==> config.mk <==
export PLATFORM = sky130hd
export DESIGN_NAME = iis_effect_scheduler
export DESIGN_NICKNAME = d
export VERILOG_FILES = /design/src/rtl/iis_sched_pkg.sv /design/src/rtl/strobe_edge_det.sv /design/src/rtl/iis_effect_scheduler.sv
export SDC_FILE = /design/constraint.sdc
export NUM_CORES = 1
export LEC_CHECK = 0
export CORE_AREA = 2 2 112 114
export DETAILED_ROUTE_END_ITERATION = 6
export DIE_AREA = 0 0 114 116
export PLACE_DENSITY = 0.66
export SLEW_MARGIN = 10
export SYNTH_ARGS = -nofsm -noshare
export SYNTH_HDL_FRONTEND = slang
export SYNTH_SLANG_ARGS = --single-unit
==> constraint.sdc <==
create_clock -name clk_i -period 3.03 [get_ports clk_i]
set_input_delay 0.4545 -clock clk_i [delete_from_list [all_inputs] [get_ports clk_i]]
set_output_delay 0.4545 -clock clk_i [all_outputs]
set_load 0.02 [all_outputs]
==> src/rtl/iis_sched_pkg.sv <==
`default_nettype none
// ============================================================================
// Module      : iis_sched_pkg
// Description : Shared types and constants for the IIS effect scheduler:
//               FSM state encoding, default sample width, overrun counter
//               width and a saturating increment helper.
// Revision    : 1.0 - initial release
// ============================================================================
package iis_sched_pkg;

  // Default sample width used by the scheduler top level
  localparam int DATA_W_DEF = 16;

  // Width of the saturating overrun event counter
  localparam int OVR_CNT_W = 8;

  // Scheduler FSM states, explicit 3-bit encoding
  typedef enum logic [2:0] {
    S_IDLE   = 3'd0,
    S_REQ_L  = 3'd1,
    S_WAIT_L = 3'd2,
    S_REQ_R  = 3'd3,
    S_WAIT_R = 3'd4,
    S_UPDATE = 3'd5
  } sched_state_e;

  // Increment that sticks at all-ones instead of wrapping
  function automatic logic [OVR_CNT_W-1:0] sat_inc(input logic [OVR_CNT_W-1:0] v);
    logic [OVR_CNT_W-1:0] r;
    r = (&v) ? v : (v + 1'b1);
    return r;
  endfunction

endpackage : iis_sched_pkg
`default_nettype wire

==> src/rtl/strobe_edge_det.sv <==
`default_nettype none
// ============================================================================
// Module      : strobe_edge_det
// Description : Registered rising-edge detector. The history register
//               resets to 0, so an input held high across reset release
//               yields exactly one rise pulse.
// Revision    : 1.0 - initial release
// ============================================================================
module strobe_edge_det (
  input  logic clk_i,
  input  logic rst_ni,
  input  logic in_i,
  output logic rise_o
);

  logic last_q;
  logic rise_q;

  // Track the previous input level and register a one-cycle rise pulse
  always_ff @(posedge clk_i) begin
    if (!rst_ni) begin
      last_q <= 1'b0;
      rise_q <= 1'b0;
    end else begin
      last_q <= in_i;
      rise_q <= in_i & ~last_q;
    end
  end

  assign rise_o = rise_q;

endmodule : strobe_edge_det
`default_nettype wire

==> src/rtl/iis_effect_scheduler.sv <==
`default_nettype none
// ============================================================================
// Module      : iis_effect_scheduler
// Description : Takes one stereo sample pair per valid strobe from the IIS
//               handler, sends L then R through a shared effect engine using
//               a req/ack + done handshake, and returns both results in one
//               update cycle. Bypass loops the held inputs straight back.
//               Strobes arriving while busy are dropped and counted.
//               Optional build macro IIS_SCHED_TIMEOUT_EN adds a per-request
//               watchdog that substitutes the raw sample on expiry.
// Revision    : 1.0 - initial release
// ============================================================================
module iis_effect_scheduler
  import iis_sched_pkg::*;
#(
  parameter int DATA_W         = DATA_W_DEF,
  parameter int TIMEOUT_CYCLES = 512
) (
  input  logic                 clk_i,
  input  logic                 rst_ni,
  input  logic                 valid_strobe_i,
  input  logic [DATA_W-1:0]    smp_l_i,
  input  logic [DATA_W-1:0]    smp_r_i,
  output logic [DATA_W-1:0]    smp_l_o,
  output logic [DATA_W-1:0]    smp_r_o,
  input  logic                 bypass_i,
  output logic                 eff_req_o,
  output logic                 eff_ch_o,
  output logic [DATA_W-1:0]    eff_data_o,
  input  logic                 eff_ack_i,
  input  logic                 eff_done_i,
  input  logic [DATA_W-1:0]    eff_data_i,
  output logic                 busy_o,
  output logic                 overrun_o,
  output logic [OVR_CNT_W-1:0] ovr_cnt_o,
  output logic                 timeout_o,
  input  logic                 clr_i
);

  sched_state_e          state_q;
  logic [DATA_W-1:0]     hold_l_q, hold_r_q;
  logic [DATA_W-1:0]     res_l_q, res_r_q;
  logic [DATA_W-1:0]     smp_l_q, smp_r_q;
  logic                  eff_req_q;
  logic                  eff_ch_q;
  logic [DATA_W-1:0]     eff_data_q;
  logic                  overrun_q;
  logic [OVR_CNT_W-1:0]  ovr_cnt_q;

  logic w_rise;
  logic w_ovr;
  logic w_tmo_fire;

  strobe_edge_det u_edge (
    .clk_i  (clk_i),
    .rst_ni (rst_ni),
    .in_i   (valid_strobe_i),
    .rise_o (w_rise)
  );

  // A new sample that finds the scheduler busy is an overrun and is dropped
  assign w_ovr = w_rise && (state_q != S_IDLE);

`ifdef IIS_SCHED_TIMEOUT_EN
  localparam int TMO_W = (TIMEOUT_CYCLES > 1) ? $clog2(TIMEOUT_CYCLES + 1) : 1;
  localparam logic [TMO_W-1:0] TMO_LIMIT = TMO_W'(TIMEOUT_CYCLES - 1);

  logic [TMO_W-1:0] tmo_cnt_q;
  logic             timeout_q;
  logic             w_in_wd;
  logic             w_leave;

  assign w_in_wd = (state_q == S_REQ_L) || (state_q == S_WAIT_L) ||
                   (state_q == S_REQ_R) || (state_q == S_WAIT_R);
  assign w_tmo_fire = w_in_wd && (tmo_cnt_q == TMO_LIMIT);

  // Any exit from a REQ/WAIT state lands in a fresh state, so restarting on
  // exit is the same as restarting on entry
  assign w_leave = w_tmo_fire ||
                   (((state_q == S_REQ_L) || (state_q == S_REQ_R)) && eff_ack_i) ||
                   (((state_q == S_WAIT_L) || (state_q == S_WAIT_R)) && eff_done_i);

  // Per-state watchdog counter, cleared outside REQ/WAIT and on every exit
  always_ff @(posedge clk_i) begin
    if (!rst_ni || !w_in_wd || w_leave) begin
      tmo_cnt_q <= '0;
    end else begin
      tmo_cnt_q <= tmo_cnt_q + 1'b1;
    end
  end

  // Sticky watchdog flag; an explicit clear beats a simultaneous expiry
  always_ff @(posedge clk_i) begin
    if (!rst_ni) begin
      timeout_q <= 1'b0;
    end else if (clr_i) begin
      timeout_q <= 1'b0;
    end else if (w_tmo_fire) begin
      timeout_q <= 1'b1;
    end
  end

  assign timeout_o = timeout_q;
`else
  logic w_unused_tmo;
  assign w_unused_tmo = (TIMEOUT_CYCLES > 0);
  assign w_tmo_fire   = 1'b0;
  assign timeout_o    = 1'b0;
`endif

  // Scheduler FSM: sequences L then R through the engine, with registered outputs
  always_ff @(posedge clk_i) begin
    if (!rst_ni) begin
      state_q    <= S_IDLE;
      hold_l_q   <= '0;
      hold_r_q   <= '0;
      res_l_q    <= '0;
      res_r_q    <= '0;
      smp_l_q    <= '0;
      smp_r_q    <= '0;
      eff_req_q  <= 1'b0;
      eff_ch_q   <= 1'b0;
      eff_data_q <= '0;
    end else begin
      case (state_q)
        S_IDLE: begin
          if (w_rise) begin
            hold_l_q <= smp_l_i;
            hold_r_q <= smp_r_i;
            if (bypass_i) begin
              res_l_q <= smp_l_i;
              res_r_q <= smp_r_i;
              state_q <= S_UPDATE;
            end else begin
              eff_req_q  <= 1'b1;
              eff_ch_q   <= 1'b0;
              eff_data_q <= smp_l_i;
              state_q    <= S_REQ_L;
            end
          end
        end

        S_REQ_L: begin
          if (eff_ack_i) begin
            eff_req_q <= 1'b0;
            state_q   <= S_WAIT_L;
          end else if (w_tmo_fire) begin
            res_l_q    <= hold_l_q;
            eff_req_q  <= 1'b1;
            eff_ch_q   <= 1'b1;
            eff_data_q <= hold_r_q;
            state_q    <= S_REQ_R;
          end
        end

        S_WAIT_L: begin
          if (eff_done_i || w_tmo_fire) begin
            res_l_q    <= eff_done_i ? eff_data_i : hold_l_q;
            eff_req_q  <= 1'b1;
            eff_ch_q   <= 1'b1;
            eff_data_q <= hold_r_q;
            state_q    <= S_REQ_R;
          end
        end

        S_REQ_R: begin
          if (eff_ack_i) begin
            eff_req_q <= 1'b0;
            state_q   <= S_WAIT_R;
          end else if (w_tmo_fire) begin
            res_r_q   <= hold_r_q;
            eff_req_q <= 1'b0;
            state_q   <= S_UPDATE;
          end
        end

        S_WAIT_R: begin
          if (eff_done_i || w_tmo_fire) begin
            res_r_q <= eff_done_i ? eff_data_i : hold_r_q;
            state_q <= S_UPDATE;
          end
        end

        S_UPDATE: begin
          smp_l_q <= res_l_q;
          smp_r_q <= res_r_q;
          state_q <= S_IDLE;
        end

        default: begin
          eff_req_q <= 1'b0;
          state_q   <= S_IDLE;
        end
      endcase
    end
  end

  // Sticky overrun flag and saturating event count; clear wins on the flag,
  // while a coincident overrun leaves the count at one
  always_ff @(posedge clk_i) begin
    if (!rst_ni) begin
      overrun_q <= 1'b0;
      ovr_cnt_q <= '0;
    end else if (clr_i) begin
      overrun_q <= 1'b0;
      ovr_cnt_q <= w_ovr ? OVR_CNT_W'(1) : '0;
    end else if (w_ovr) begin
      overrun_q <= 1'b1;
      ovr_cnt_q <= sat_inc(ovr_cnt_q);
    end
  end

  assign smp_l_o    = smp_l_q;
  assign smp_r_o    = smp_r_q;
  assign eff_req_o  = eff_req_q;
  assign eff_ch_o   = eff_ch_q;
  assign eff_data_o = eff_data_q;
  assign busy_o     = (state_q != S_IDLE);
  assign overrun_o  = overrun_q;
  assign ovr_cnt_o  = ovr_cnt_q;

endmodule : iis_effect_scheduler
`default_nettype wire

; ---- Yosys cells after proc, flatten, opt, wreduce, memory -nomap -nowiden
; Index checks and enable logic that the tools add are counted.
[totals]
word_cells = 79
inputBits = 55
regBits = 112
[op_classes]
mux = 30
reduce_logical = 17
bitwise_logic = 4
add_sub_neg = 1
n_eq_ne = 14
[op_table]
columns = op, n
row1 = $mux 16, 8
row2 = $pmux 16 s2, 3
row3 = $mux 8, 3
row4 = $mux 3, 6
row5 = $pmux 3 s5, 1
row6 = $ne 2x2->1 const B, 7
row7 = $reduce_and 4->1, 3
row8 = $reduce_and 5->1, 2
row9 = $add 8x1->8 const B, 1
row10 = $reduce_and 8->1, 1
row11 = $mux 1, 7
row12 = $eq 3x2->1 const B, 2
row13 = $eq 3x3->1 const B, 2
row14 = $reduce_bool 2->1, 3
row15 = $reduce_or 2->1, 3
row16 = $ne 2x1->1 const B, 2
row17 = $pmux 1 s4, 1
row18 = $reduce_and 2->1, 2
row19 = $eq 3x1->1 const B, 1
row20 = $logic_not 3->1, 1
row21 = $not 1->1, 3
row22 = $reduce_bool 3->1, 1
row23 = $pmux 1 s2, 1
row24 = $and 1x1->1, 1
row25 = $logic_and 1x1->1, 1

; ---- Longest topological paths before layout
; Gate-level depths: netlist (run 1).
[logic_depth]
word_depth = 4
depth_mapped = 7

; ---- Hierarchy
; Synthesis (run 1) repeated with hierarchy kept, for this count alone.
[unflattened]
cells_unflattened = 528
area_unflattened_um2 = 4685.7
[by_module_without_submodules]
columns = module, cells_each, instances, seq_area_each_um2, area_per_inst_um2
row1 = iis_effect_scheduler, 524, 1, 2202.1, 4630.7
row2 = strobe_edge_det, 4, 1, 40.0, 55.1

; ---- Least setup slack after synthesis (run 1)
; Ideal clock, no wire load.
[synth_path]
kind = register to register
start = register ovr_cnt_q[0] (netlist: ovr_cnt_o[0])
end = register ovr_cnt_q[7] (netlist: ovr_cnt_o[7])
n_path_buf = 0
t_required_ns = 2.909
setup_slack_ns = 1.427
path_stages_with_launch = 6
period_less_slack_ns = 1.603
arrival_time_ns = 1.482
path_cell_list = dfxtp_1 ha_1 nand3_1 o21a_2 nand4_1 mux2_2
[synth_between]
elab_chain_len = 4
elab_cells_between_ends = 7
cone_classes = 1 x add/sub / 1 x eq/ne / 3 x mux / 2 x reduce/logical
[synth_lines]
columns = item, line
row1 = "start, declared", iis_effect_scheduler.sv:48  ; logic [OVR_CNT_W-1:0] ovr_cnt_q;
row2 = "start signal, assigned", iis_effect_scheduler.sv:206  ; ovr_cnt_q <= w_ovr ? OVR_CNT_W'(1) : '0;
row3 = "start signal, assigned", iis_effect_scheduler.sv:209  ; ovr_cnt_q <= sat_inc(ovr_cnt_q);
row4 = $add 8x1->8, iis_sched_pkg.sv:30  ; r = (&v) ? v : (v + 1'b1);
row5 = $mux 8, iis_sched_pkg.sv:30
row6 = $mux 8, iis_effect_scheduler.sv:207  ; end else if (w_ovr) begin
row7 = $mux 8, iis_effect_scheduler.sv:204  ; end else if (clr_i) begin
; Parallel ways exist; a longest one is shown, timed or not. The select of a mux whose other input is x is not followed.
; A chain may end at the register's enable or synchronous reset.

; ---- Worst setup path in the final report (run 1)
[layout_path]
start = register state_q[1]
end = output busy_o
[layout_between]
elab_chain_len = 1
[layout_lines]
columns = item, line
row1 = "start, declared", iis_effect_scheduler.sv:40  ; sched_state_e state_q;
row2 = "start signal, assigned", iis_effect_scheduler.sv:114  ; state_q <= S_IDLE;
row3 = "start signal, assigned", iis_effect_scheduler.sv:133  ; state_q <= S_UPDATE;
row4 = "start signal, assigned", iis_effect_scheduler.sv:138  ; state_q <= S_REQ_L;
row5 = $reduce_bool 3->1, iis_effect_scheduler.sv:218  ; assign busy_o = (state_q != S_IDLE);
row6 = "end, declared", iis_effect_scheduler.sv:33  ; output logic busy_o,
; Every way passes these cells.

==> out/metrics.cfg, run 1 <==
[timing]
setup_ws_ps = 736
rsz0062_at_grt = false
setup_viol = 0
fin_skew_ps = 9.10
period_needed_ps = 2290
finalHoldViolCount = 0
max_freq_mhz = 436
min_period_over_period_pct = 75.7
tightest_slew_ps = 718
max_slew_margin_pct = 52.1
fin_tns_setup_ps = 0
drv_slew = 0

[global_routing]
grt-ovfl-total = 0
grt_max_degree = 58
grt_pass1_vias = 4006
track_usage_pct = 20.0
grt_first_pass_wirelength_mm = 20.7
antenna_found_initial = 0

[floorplan]
die_height_um = 116
dieArea_mm2 = 0.0132
die_w_um = 114
start_util_pct = 39.4
ioPinCount = 116
coreArea_mm2 = 0.0119
rows = 40

[yosys]
avgSynthCellArea_um2 = 8.63
ys_seq_elements = 112
synth_top_area_share_pct = 47.8
synth.distinct_cells = 50
syn-num-nets = 600
synth-seq-area-share_pct = 47.8
synthTopCellsByArea = dfxtp_1, nand2_1, nor2_1
syn_inst = 544
ys_warn_count = 0
syn_area_mm2 = 0.00469
yosys.area.top_type = dfxtp_1

[layout]
antenna_cells = 0
final_common_cell = nand2_1
final_cell_mix = nand2_1, clkdlybuf4s50_1, dfxtp_1
finalInstanceArea_mm2 = 0.00621
fin_nets = 692
stdcell_count = 788
drive_above_1_share_pct = 7.96
syn2layout_area_growth_pct = 32.4

[drt]
drc_errors = 0
final_antenna_net_count = 0
dr.pass1.iters = 5
vias = 4215
wl_per_cell_um = 16.6
routed_wl_mm = 13.1
viasPerCell = 5.35
drt-initial-drc-count = 260

[setup_path]
rr_startpoint = state_q[2]$_SDFFE_PN0P_
reg2reg_depth = 5
startpoint = state_q[1]$_SDFFE_PN0P_
cp.required_ps = 2580
end_kind = output pin
cp-start-kind = register
critPathMaxFanout = 17
critPathKind = reg2out
cp.arrival_ps = 1840

[placement]
dp_slack_ps = 726
placed_area_mm2 = 0.00592
dpl.hpwl_mm = 9.36
place_congestion = 0.827
placedCellCount = 772
numPortBuffers = 114

[clocking]
ctsHtreeMaxLevel = 3
cts_buffers = 9
cts_tree = built
clock_latency_ps = 350
cts_root_buffer = clkbuf_16
post_cts_buffers = 0
cts_sinks = 112
cts_buffer_depth = 2
cts_resized = 0
cts_hold_buf = 0
path_clk_slew_ps = 80

[outcome]
status = completed

[min_path]
hold_depth = 1
hold_start = u_edge.last_q$_SDFF_PN0_
hp-class = reg2reg

[power]
p_per_area_mw_per_mm2 = 516
peakVddDrop_mv = 0.304
p_leak_nw = 2.08

[run]
drv_cap = 0

## worst max-delay path, cell delays in order, from the launching register on
cell             delay [ps]
dfxtp_1                 700
or3_1                   190
clkdlybuf4s50_1         600
## sequential cells by signal (all words and copies together) (netlist names)
signal         count
u_edge.last_q      1
eff_ch_o           1
res_l_q           16
eff_req_o          1
state_q            3
res_r_q           16
u_edge.rise_o      1
overrun_o          1
ovr_cnt_o          8
smp_r_o           16
eff_data_o        16
hold_r_q          16
smp_l_o           16
## metrics by stage
stage	util, %	hold slack, ps	power (mW)
2_1_floorplan	-	367	1.88
3_3_place_gp	49.7	371	2.06
3_5_place_dp	49.7	377	2.07
4_1_cts	52.1	389	3.22
5_1_grt	52.1	404	3.34
6_report	52.1	385	3.21
## cells by family (layout without fill, tap and decap cells)
logic type	after synthesis	after routing	share of synthesized area, %
XOR/XNOR	3	3	0.560
buffers and inverters	47	144	4.75
multiplexers	19	19	4.08
flip-flops	112	112	47.8
AND/OR/NAND/NOR	245	245	22.7
other	1	1	0.0799
adder cells (fa/ha/maj)	1	1	0.267
AO/OA/AOI/OAI	116	116	19.8
## final cells by class
type | count | area, um2
fill | 1146 | 5700
sequential | 112 | 2240
multi-input combinational | 385 | 2240
timing repair buffer | 127 | 1250
clock buffer | 9 | 225
tap | 147 | 184
clock inverter | 7 | 65.1
inverter | 1 | 3.75
## cell usage after synthesis, drive strengths merged
| cell | instances |
|---|---|
| a211o | 1 |
| a211oi | 16 |
| a21boi | 20 |
| a21oi | 34 |
| a311oi | 31 |
| a31oi | 3 |
| a41o | 2 |
| a41oi | 1 |
| and2 | 5 |
| and3 | 1 |
| and3b | 1 |
| and4 | 1 |
| buf | 21 |
| clkbuf | 25 |
| conb | 1 |
| dfxtp | 112 |
| ha | 1 |
| inv | 1 |
| mux2 | 1 |
| mux2i | 18 |
| nand2 | 122 |
| nand2b | 2 |
| nand3 | 35 |
| nand3b | 3 |
| nand4 | 2 |
| nand4b | 1 |
| nor2 | 58 |
| nor2b | 4 |
| nor3 | 2 |
| nor3b | 3 |
| o2111ai | 1 |
| o211a | 2 |
| o211ai | 2 |
| o21a | 1 |
| o21ai | 1 |
| o31a | 1 |
| or3 | 2 |
| or3b | 3 |
| xor2 | 3 |
## where the power goes
part | leakage [nW] | internal, mW | switching (mW)
combinational | 1.02 | 0.204 | 0.249
clock | 0.144 | 0.577 | 0.590
sequential | 0.909 | 1.54 | 0.0492
## worst paths after layout
check	slack (ps)	end
max reg2reg	780	eff_data_o[0]$_SDFFE_PN0P_
max	740	busy_o
min reg2reg	390	u_edge.rise_o$_SDFF_PN0_
min	390	u_edge.rise_o$_SDFF_PN0_
## layer usage
metal | vias up | routed length (um) | GRT usage (%)
met2 | 145 | 5900 | 32.6
met4 | 0 | 222 | 4.63
met5 | - | 0 | 0
met3 | 15 | 854 | 5.18
li1 | 2083 | - | -
met1 | 1972 | 6100 | 26.7
Power figures use the tool's default switching activity.
==> inputs of run 2 (changes only) <==
Clock period 3.03 ns to 2.2 ns, I/O delays scaled along.
==> run 2 against run 1 <==
Sequential share of layout area is 0.48 points lower. Global-route usage is 0.19 points higher. Final cell count is 0.13% higher. Critical path depth stayed put. Combinational power is 42% higher. Count of clock-buffer cells in the layout is 1 higher. Setup slack worse by 610 ps. Flip-flop and latch count stayed put. Via count is 0.90% lower. Power is 44% higher. Routed wire length is 0.63% higher. Largest power group unchanged.
==> out/metrics.cfg, run 2 (synthesis gave the netlist of run 1 again) <==
[outcome]
status = completed

[layout]
drive_above_1_share_pct = 8.26
fin_nets = 693
antenna_cells = 0
n_fill_cell = 1103
syn2layout_area_growth_pct = 34.2
stdcell_count = 789
final_cell_mix = nand2_1, clkdlybuf4s50_1, dfxtp_1
final_common_cell = nand2_1
finish.utilization_pct = 52.9

[drt]
wl_per_cell_um = 16.7
drc_errors = 0
final_antenna_net_count = 0
vias = 4177
viasPerCell = 5.29
drt-initial-drc-count = 253
dr.pass1.iters = 4
routed_wl_mm = 13.2

[setup_path]
critPathKind = reg2out
cp.required_ps = 1870
startpoint = state_q[0]$_SDFFE_PN0P_
worst_path_max_delay_cell = dfxtp_1
crit_family = flip-flops
worst-path-buf-inv = 1
end_kind = output pin
rr_startpoint = state_q[1]$_SDFFE_PN0P_
critPathMaxFanout = 13
critPathMaxStageDelay_ps = 620
cp.arrival_ps = 1750
cp-start-kind = register
path_cells = or3_1, clkdlybuf4s50_1

[timing]
finalHoldViolCount = 0
fin_skew_ps = 6.66
max_freq_mhz = 481
fin_tns_setup_ps = 0
rsz0062_at_grt = false
min_period_over_period_pct = 94.5
setup_viol = 0
period_needed_ps = 2080
tightest_slew_ps = 609
fin_hold_ws_ps = 390
drv_slew = 0
max_slew_margin_pct = 59.4

[clocking]
cts_hold_buf = 0
cts_root_buffer = clkbuf_16
cts_buffers = 9
cts_sinks = 112
cts_tree = built
path_clk_slew_ps = 70
cts_buffer_depth = 2
clock_latency_ps = 340
ctsHtreeMaxLevel = 3

[floorplan]
die_w_um = 114
ioPinCount = 116
die_height_um = 116
coreArea_mm2 = 0.0119
start_util_pct = 39.4
rows = 40
dieArea_mm2 = 0.0132

[min_path]
hp-class = reg2reg
hold_start = u_edge.last_q$_SDFF_PN0_

[power]
p_per_area_mw_per_mm2 = 732
p_leak_nw = 2.10
totalPowerFinal_mw = 4.61
peakVddDrop_mv = 0.479

[placement]
numPortBuffers = 114
dpl.hpwl_mm = 9.63
place_congestion = 0.839
placedCellCount = 773

[global_routing]
grt_max_degree = 36
antenna_found_initial = 0
grt_pass1_vias = 4014
grt_first_pass_wirelength_mm = 20.7
track_usage_pct = 20.2
grt-ovfl-total = 0

[run]
drv_cap = 0

[run 2: cell types whose count changed in the layout (fill, tap and decap cells not counted), moves of 2 or more]
cell        delta
buf_4          -2
clkinv_4       -2
clkinvlp_4     +2
inv_6          -3
buf_12         +3
bufinv_16      +2
[run 2: worst register-to-register path: cells and delay by family, from the launching register on]
family	cells	cell delay [ps]
AND/OR/NAND/NOR	1	170
AO/OA/AOI/OAI	1	130
multiplexers	1	370
flip-flops	1	430
buffers and inverters	2	560
[run 2: routing by layer]
layer / GRT usage, % / up-vias / routed length [um]
li1: - / 2079 / -
met1: 26.1 / 1945 / 6020
met2: 34.2 / 144 / 6220
met3: 5.07 / 9 / 796
met4: 4.39 / 0 / 115
met5: 0 / - / 0
[run 2: layout make-up]
type / instances / area [um2] / share of cell area [%]
clock buffers: 10 / 239 / 3.79
clock inverters: 6 / 91.3 / 1.45
inverters: 1 / 3.75 / 0.0596
multi-input cells: 385 / 2240 / 35.6
flip-flops and latches: 112 / 2240 / 35.6
well taps: 147 / 184 / 2.92
repair buffers: 128 / 1300 / 20.6
[run 2: repair_timing]
item / 4_1_cts / 5_1_grt
setup buffers: 0 / 0
resized for setup: 0 / 1
endpoints found under the hold margin: 0 / 0
setup endpoints to repair: 0 / 1
[run 2: power by group]
group	total [mW]	internal (mW)	switching (mW)
Clock	1.78	1.04	0.746
Sequential	2.19	2.12	0.0680
Combinational	0.642	0.293	0.349
[run 2: worst paths after layout]
kind                                            endpoint  slack (ps)  cells past startpoint
worst max-delay path                              busy_o         120                      2
worst min-delay path            u_edge.rise_o$_SDFF_PN0_         390                      1
worst max register to register  res_r_q[11]$_SDFFE_PN0P_         400                      5
worst min register to register  u_edge.rise_o$_SDFF_PN0_         390                      1
[run 2: per-stage QoR]
stage	setup slack [ps]	cell area [um2]
floorplan	597	4690
global placement	228	5970
detailed placement	174	5970
CTS	60.0	6300
global route	44.9	6300
finish	122	6300
